[src/rtl/messbauer_channel_decoder.sv]
// Decodes start/channel pulses into a channel index and counts discriminator-qualified events per channel.
// Define MESSBAUER_DECODER_SYNC_EN to add a 2-flop synchronizer on every input (latency 3 instead of 1).
module messbauer_channel_decoder #(
    parameter int CHANNEL_NUMBER = 512,
    parameter int CHANNEL_WIDTH  = 9,
    parameter int COUNT_WIDTH    = 16
) (
    input  logic                     aclk,
    input  logic                     areset_n,
    input  logic                     start,
    input  logic                     channel,
    input  logic                     lower_threshold,
    input  logic                     upper_threshold,
    input  logic                     out_ready,
    output logic                     out_valid,
    output logic [CHANNEL_WIDTH-1:0] out_channel,
    output logic [COUNT_WIDTH-1:0]   out_count,
    output logic                     frame_done,
    output logic                     sync_error,
    output logic                     overflow
);

    typedef enum logic {S_IDLE, S_ACQUIRE} state_t;

    localparam logic [CHANNEL_WIDTH-1:0] LAST_CH = CHANNEL_WIDTH'(CHANNEL_NUMBER - 1);

    // Bit order: [3] start, [2] channel, [1] lower, [0] upper
    logic [3:0] w_in;
    logic [3:0] w_stage_in;
    logic [3:0] r_q;
    logic [3:1] r_d;

    assign w_in = {start, channel, lower_threshold, upper_threshold};

`ifdef MESSBAUER_DECODER_SYNC_EN
    logic [3:0] r_meta;
    logic [3:0] r_sync;

    always_ff @(posedge aclk or negedge areset_n) begin
        if (!areset_n) begin
            r_meta <= '0;
            r_sync <= '0;
        end else begin
            r_meta <= w_in;
            r_sync <= r_meta;
        end
    end

    assign w_stage_in = r_sync;
`else
    assign w_stage_in = w_in;
`endif

    always_ff @(posedge aclk or negedge areset_n) begin
        if (!areset_n) begin
            r_q <= '0;
            r_d <= '0;
        end else begin
            r_q <= w_stage_in;
            r_d <= r_q[3:1];
        end
    end

    logic w_st_rise, w_ch_rise, w_lo_rise, w_lo_fall, w_up;
    assign w_st_rise = r_q[3] & ~r_d[3];
    assign w_ch_rise = r_q[2] & ~r_d[2];
    assign w_lo_rise = r_q[1] & ~r_d[1];
    assign w_lo_fall = ~r_q[1] & r_d[1];
    assign w_up      = r_q[0];

    // Event qualifier: a lower pulse counts only if upper never fired inside it
    logic r_win, r_upper_seen, w_event;
    assign w_event = w_lo_fall & r_win & ~r_upper_seen;

    always_ff @(posedge aclk or negedge areset_n) begin
        if (!areset_n) begin
            r_win        <= 1'b0;
            r_upper_seen <= 1'b0;
        end else if (w_lo_rise) begin
            r_win        <= 1'b1;
            r_upper_seen <= w_up;
        end else if (w_lo_fall) begin
            r_win        <= 1'b0;
        end else if (r_win && w_up) begin
            r_upper_seen <= 1'b1;
        end
    end

    state_t                   r_state, w_state_nxt;
    logic [CHANNEL_WIDTH-1:0] r_index, w_index_nxt;
    logic [COUNT_WIDTH-1:0]   r_count, w_count_nxt;
    logic                     w_fire, w_done, w_sync_set;

    always_ff @(posedge aclk or negedge areset_n) begin
        if (!areset_n) begin
            r_state <= S_IDLE;
            r_index <= '0;
            r_count <= '0;
        end else begin
            r_state <= w_state_nxt;
            r_index <= w_index_nxt;
            r_count <= w_count_nxt;
        end
    end

    always_comb begin
        w_state_nxt = r_state;
        w_index_nxt = r_index;
        w_count_nxt = r_count;
        w_fire      = 1'b0;
        w_done      = 1'b0;
        w_sync_set  = 1'b0;
        if (r_state == S_IDLE) begin
            if (w_st_rise) begin
                w_index_nxt = '0;
                w_count_nxt = '0;
                w_state_nxt = S_ACQUIRE;
            end
        end else begin
            // Start outranks channel: the partial channel is discarded without a record
            if (w_st_rise) begin
                w_sync_set  = 1'b1;
                w_index_nxt = '0;
                w_count_nxt = '0;
            end else if (w_ch_rise) begin
                w_fire = 1'b1;
                if (r_index == LAST_CH) begin
                    w_done      = 1'b1;
                    w_state_nxt = S_IDLE;
                    w_index_nxt = '0;
                    w_count_nxt = '0;
                end else begin
                    w_index_nxt = r_index + CHANNEL_WIDTH'(1);
                    w_count_nxt = w_event ? COUNT_WIDTH'(1) : '0;
                end
            end else if (w_event && (r_count != '1)) begin
                w_count_nxt = r_count + COUNT_WIDTH'(1);
            end
        end
    end

    always_ff @(posedge aclk or negedge areset_n) begin
        if (!areset_n) begin
            out_valid   <= 1'b0;
            out_channel <= '0;
            out_count   <= '0;
            frame_done  <= 1'b0;
            sync_error  <= 1'b0;
            overflow    <= 1'b0;
        end else begin
            frame_done <= w_done;
            if (w_sync_set)
                sync_error <= 1'b1;
            if (w_fire) begin
                if (!out_valid || out_ready) begin
                    out_valid   <= 1'b1;
                    out_channel <= r_index;
                    out_count   <= r_count;
                end else begin
                    overflow <= 1'b1;
                end
            end else if (out_ready) begin
                out_valid <= 1'b0;
            end
        end
    end

endmodule

[config.mk]
export PLATFORM = sky130hd
export DESIGN_NAME = messbauer_channel_decoder
export DESIGN_NICKNAME = d
export VERILOG_FILES = /design/src/rtl/messbauer_channel_decoder.sv
export SDC_FILE = /design/constraint.sdc
export NUM_CORES = 1
export LEC_CHECK = 0
export ABC_AREA = 1
export CORE_MARGIN = 5
export CORE_UTILIZATION = 55
export DETAILED_ROUTE_END_ITERATION = 6
export PLACE_DENSITY = 0.79
export SYNTH_ARGS = -nofsm -noshare
export SYNTH_HDL_FRONTEND = slang
export SYNTH_SLANG_ARGS = --single-unit
[constraint.sdc]
create_clock -name aclk -period 2.7 [get_ports aclk]
set_input_delay 0.27 -clock aclk [delete_from_list [all_inputs] [get_ports aclk]]
set_output_delay 0.27 -clock aclk [all_outputs]
set_load 0.01 [all_outputs]
Yosys cells after proc, flatten, opt, wreduce, memory -nomap -nowiden
Index checks and enable logic that the tools add are counted.

Add/sub/neg operators: 2. Equal/unequal tests: 4. Muxes and demuxes: 33. Bitwise operators: 12. Reductions and logical operators: 16.

Operators by type and width (number): $mux W16 (5); $mux W9 (5); $mux W1 (23); $add A16 B1 Y16 const B (1); $ne A16 B16 Y1 const B (1); $reduce_and A2 Y1 (6); $reduce_bool A2 Y1 (5); $add A9 B1 Y9 const B (1); $eq A9 B9 Y1 const B (1); $and A1 B1 Y1 (6); $not A1 Y1 (6); $reduce_bool A3 Y1 (1); $logic_and A1 B1 Y1 (2); $ne A2 B1 Y1 const B (1); $ne A2 B2 Y1 const B (1); $logic_not A1 Y1 (1); $logic_or A1 B1 Y1 (1).

Bits in registers: 64. Input bits: 7. Output and inout bits: 29. Word-level logic and storage cells: 80.

Longest topological paths before layout
Word-level depth: 9. Depth in mapped cells: 13. Mapped depth without buffers: 12.

Least setup slack after synthesis
No wires, ideal clock.

Path type: register -> register. Start: reg r_index[0]. End: reg r_index[2]. Setup time: 0.073 ns. Arrival time: 1.477 ns. Required time: 2.627 ns. Slack: 1.151 ns. Cell stages (with the launch flop): 10. Path buffers: 0. Period minus slack after synthesis: 1.549 ns. Cell sequence: dfrtp_1 -> ha_1 -> nand2_1 -> nor2_1 -> nand2_1 -> nor2_1 -> ha_1 -> nor2_1 -> a22oi_1 -> nor2_1.

Word-level cells in the longest chain between the ends: 5. Elaborated cells on any way between the ends: 6. Those cells by class: add/sub: 1; eq/ne: 1; mux: 4.

Ends and longest elaborated chain: from (decl) (RTL line 90) `logic [CHANNEL_WIDTH-1:0] r_index, w_index_nxt;`; from (signal assigned) (RTL line 101) `r_index <= w_index_nxt;`; $add A9 B1 Y9 / $eq A9 B9 Y1 (equally long branches) (RTL line 133, 127); $mux W9 * (RTL line 127) `if (r_index == LAST_CH) begin`; $mux W9 * (RTL line 125) `end else if (w_ch_rise) begin`; $mux W9 * (RTL line 121) `if (w_st_rise) begin`; $mux W9 * (RTL line 113) `if (r_state == S_IDLE) begin`.

Every way passes the cells marked *; elsewhere a longest branch is shown, timed or not. The select of a mux whose other input is x is not followed. A chain may end at the register's enable or synchronous reset.

Worst setup path after layout
Start: reg r_d[2] (netlist bit). End: reg out_channel[5].

Word-level cells in the longest chain between the ends: 6.

Ends and longest elaborated chain: from (decl) (RTL line 31) `logic [3:1] r_d;`; from (signal assigned) (RTL line 60) `r_d <= r_q[3:1];`; $not A1 Y1 (RTL line 66) `assign w_ch_rise = r_q[2] & ~r_d[2];`; $and A1 B1 Y1 (RTL line 66); $mux W1 (RTL line 125); $mux W1 (RTL line 121); $mux W1 (RTL line 113); $reduce_and A2 Y1 (no source line); to (signal assigned) (RTL line 157) `out_channel <= r_index;`; to (decl) (RTL line 16) `output logic [CHANNEL_WIDTH-1:0] out_channel,`.

No other way between the ends.

==> results.md <==
* Status: finished, final reports clean
* Post-DP HPWL at 4.18 mm
* Max VDD drop at 503 µV
* Max Transition Viols Final at 0
* Area share of the largest cell type after synthesis at 0.543
* Routed vias/inst at 5.27
* Worst rel slew slack at 0.495
* Design Power at roughly 2.1 mW
* Netlist cell types at 30
* DR pass1 iterations at 5
* Main combinational cell family by area after synthesis: simple AND/OR/NAND/NOR gates
* Area leader, netlist: dfrtp_1
* Crit path DAT at between 2 and 2.5 ns
* Root buffer selected by CTS: clkbuf_8
* Total global-route track usage at 0.184
* Fin crit period at approximately 2 ns
* Final period utilization at 0.745
* Leak at 1.67 nW
* P per Cell Area at approximately 590 nW/µm²
* Die ar. at 6930 µm²
* CTS tree: built
* Element type at the critical path end: flop
* Nets@finish at 397
* Worst hold path type: input pin to asynchronous set/reset pin
* Achievable frequency at 0.497 GHz
* Initial antenna violation count at 0
* Most used flip-flop cell after synthesis: dfrtp_1
* Post-synthesis register bit count at 64
* Ant diodes at 0
* First-pass GRT wire length at slightly above 10 mm
* Fillers at between 400 and 500
* Post-synth EDFFs at 0
* Post-Synth Simple-Gate Area at 0.204
* Routed vias at ~2400
* Top-count cell post-synth: nand2_1
* Worst path required time at between 2 and 3 ns
* Overflow after GRT at 0
* Hold Violations, Final at 0
* Crit path kind: flop to flop
* Ys async rst share at 1.00
* Synth cell count leaders: nand2_1 (90), dfrtp_1 (64), inv_1 (49), o21ai_0 (46), nor2_1 (25)
* Synth Area in Compound Gates at 0.124
* Final WL at 5.94 mm
* Clk Latency, worst-skew pair at 0.34 ns
* Critical path fanouts, max at 25
* CTS Sinks at 64
* Synthesis-to-layout area growth at 20.4%
* Layout cells sized above 1 at 0.0823
* Warnings from Yosys at 0
* Cell Rows at 26
* Mapped Cells at 341
* Die W at 83.2 µm
* Setup Total Neg Slack at 0 ns
* DRC at 0
* Die height at 83.2 µm
* WL/cell at 12.9 µm
* Clk buf depth at 2
* Initial Util at 0.570
* Mapped Avg Cell Area at 8.65 µm²
* Critical path launch point type: flop
* Synthesized area at 2950 µm²
* DRT iter0 DRCs at 183
* Num CTS Buffers at 9
* Max Clock Skew at 0.00791 ns
* Largest net degree at the start of global routing at 37
* Worst-Margin Slew at 0.756 ns
* Xor/xnor share of the synthesized area at 0.00594
* Final setup fails at 0
* Post-synthesis net count at 354
* RSZ-0062 raised after global routing: no
* Core area at 5170 µm²
* Multiplexer share of the synthesized area at 0.0115
* Port bufs at 35
* GPL Wtd Cong at 0.872
* Max-Cap Viols at 0
* IO Pins at 36
* Post-synthesis adder-cell area fraction at 0.0255
* Register area share after synthesis at 0.543
* Number of H-tree levels at 3
* Dominant cells by area after synthesis: dfrtp_1 (54%), nand2_1 (11%), o21ai_0 (7.8%)
* Number of global-route vias before repair at around 2300
* DRT antenna net count at 0
* Clk slew on worst S/H paths at 0.07 ns
worst max-delay path, cell delays in order (launching register included):
cell and delay (ns):
dfrtp_1 0.36, inv_1 0.05, nand2_1 0.09, nor2_1 0.15
nand2_1 0.15, inv_1 0.12, nand2_1 0.45, buf_4 0.37
o21ai_0 0.18
state kept, by name, indices dropped and copies added (netlist names):
signal and cells:
out_count 16, r_count 16, out_channel 9, r_index 9
r_q 4, r_d 3, frame_done 1, out_valid 1
overflow 1, r_state 1, r_upper_seen 1, r_win 1
sync_error 1
through the flow:
step                std cells  worst slack (ns)  area [µm²]  hold slack (ns)   util
CTS                       459             0.656        3550            0.257  0.686
detailed placement        442             0.671        3340           0.0822  0.646
floorplan                 341              1.15        2950          -0.0256      -
finish                    459             0.689        3550            0.262  0.686
global route              459             0.378        3550            0.279  0.686
global placement          442             0.710        3340           0.0828  0.646
placed cells by master (no fill, tap or decap), types with 2 or more instances in the layout:
| cell type | count |
|---|---|
| nand4_1 | 4 |
| nor2_1 | 25 |
| dfrtp_1 | 64 |
| xor2_1 | 2 |
| o21bai_1 | 2 |
| o21ai_0 | 46 |
| clkinv_2 | 2 |
| buf_4 | 4 |
| mux2_2 | 3 |
| a21oi_1 | 4 |
| ha_1 | 6 |
| nand3_1 | 20 |
| nand2_2 | 2 |
| nand2_1 | 90 |
| nor3_1 | 2 |
| clkbuf_8 | 11 |
| o21ai_2 | 5 |
| inv_1 | 49 |
| clkdlybuf4s50_1 | 34 |
| clkbuf_1 | 2 |
repair_timing:
item | in CTS | in global routing
hold buffers | 1 | 0
setup buffers | 0 | 0
endpoints found under the hold margin | 8 | 0
resized for setup | 0 | 0
worst paths after layout:
| kind | slack [ns] | startpoint | endpoint | depth (start not counted) |
|---|---|---|---|---|
| max in group asynchronous | 1.79 | areset_n | r_index[6]$_DFFE_PN0P_ | 3 |
| worst max-delay path | 0.69 | r_d[2]$_DFF_PN0_ | out_channel[5]$_DFFE_PN0P_ | 8 |
| worst min register to register | 0.38 | r_q[3]$_DFF_PN0_ | r_d[3]$_DFF_PN0_ | 0 |
| worst min-delay path | 0.26 | areset_n | out_count[5]$_DFFE_PN0P_ | 2 |
| min in group aclk | 0.37 | upper_threshold | r_q[0]$_DFF_PN0_ | 1 |
| worst max register to register | 0.69 | r_d[2]$_DFF_PN0_ | out_channel[5]$_DFFE_PN0P_ | 8 |
cell type report:
class,count,area [µm²],share of cell area
multi-input combinational,220,1090,0.308
inverter,49,184,0.0518
sequential,64,1600,0.451
tap,70,87.6,0.0247
timing repair buffer,40,385,0.109
clock inverter,3,40.0,0.0113
clock buffer,13,159,0.0448
power by group:
part	switching, mW	internal [mW]
sequential	0.0364	1.01
combinational	0.130	0.0987
clock	0.351	0.474
total	0.517	1.58
cells by family (layout without fill, tap and decap cells):
logic type	Yosys count	in the layout
xor gates and xnor gates	2	2
and+or+nand+nor	145	145
muxes	3	3
AOI/OAI and AO/OA	64	64
DFF	64	64
buffers and inverters	57	105
adders and majority gates	6	6
routing by layer:
layer | wire length, µm | global-route usage | up-vias
met3 | 331 | 0.0436 | 17
li1 | - | - | 1172
met2 | 2870 | 0.302 | 75
met4 | 127 | 0.0981 | 0
met1 | 2610 | 0.225 | 1154
met5 | 0 | 0 | -
No activity file was read; power rests on OpenSTA's default activity.
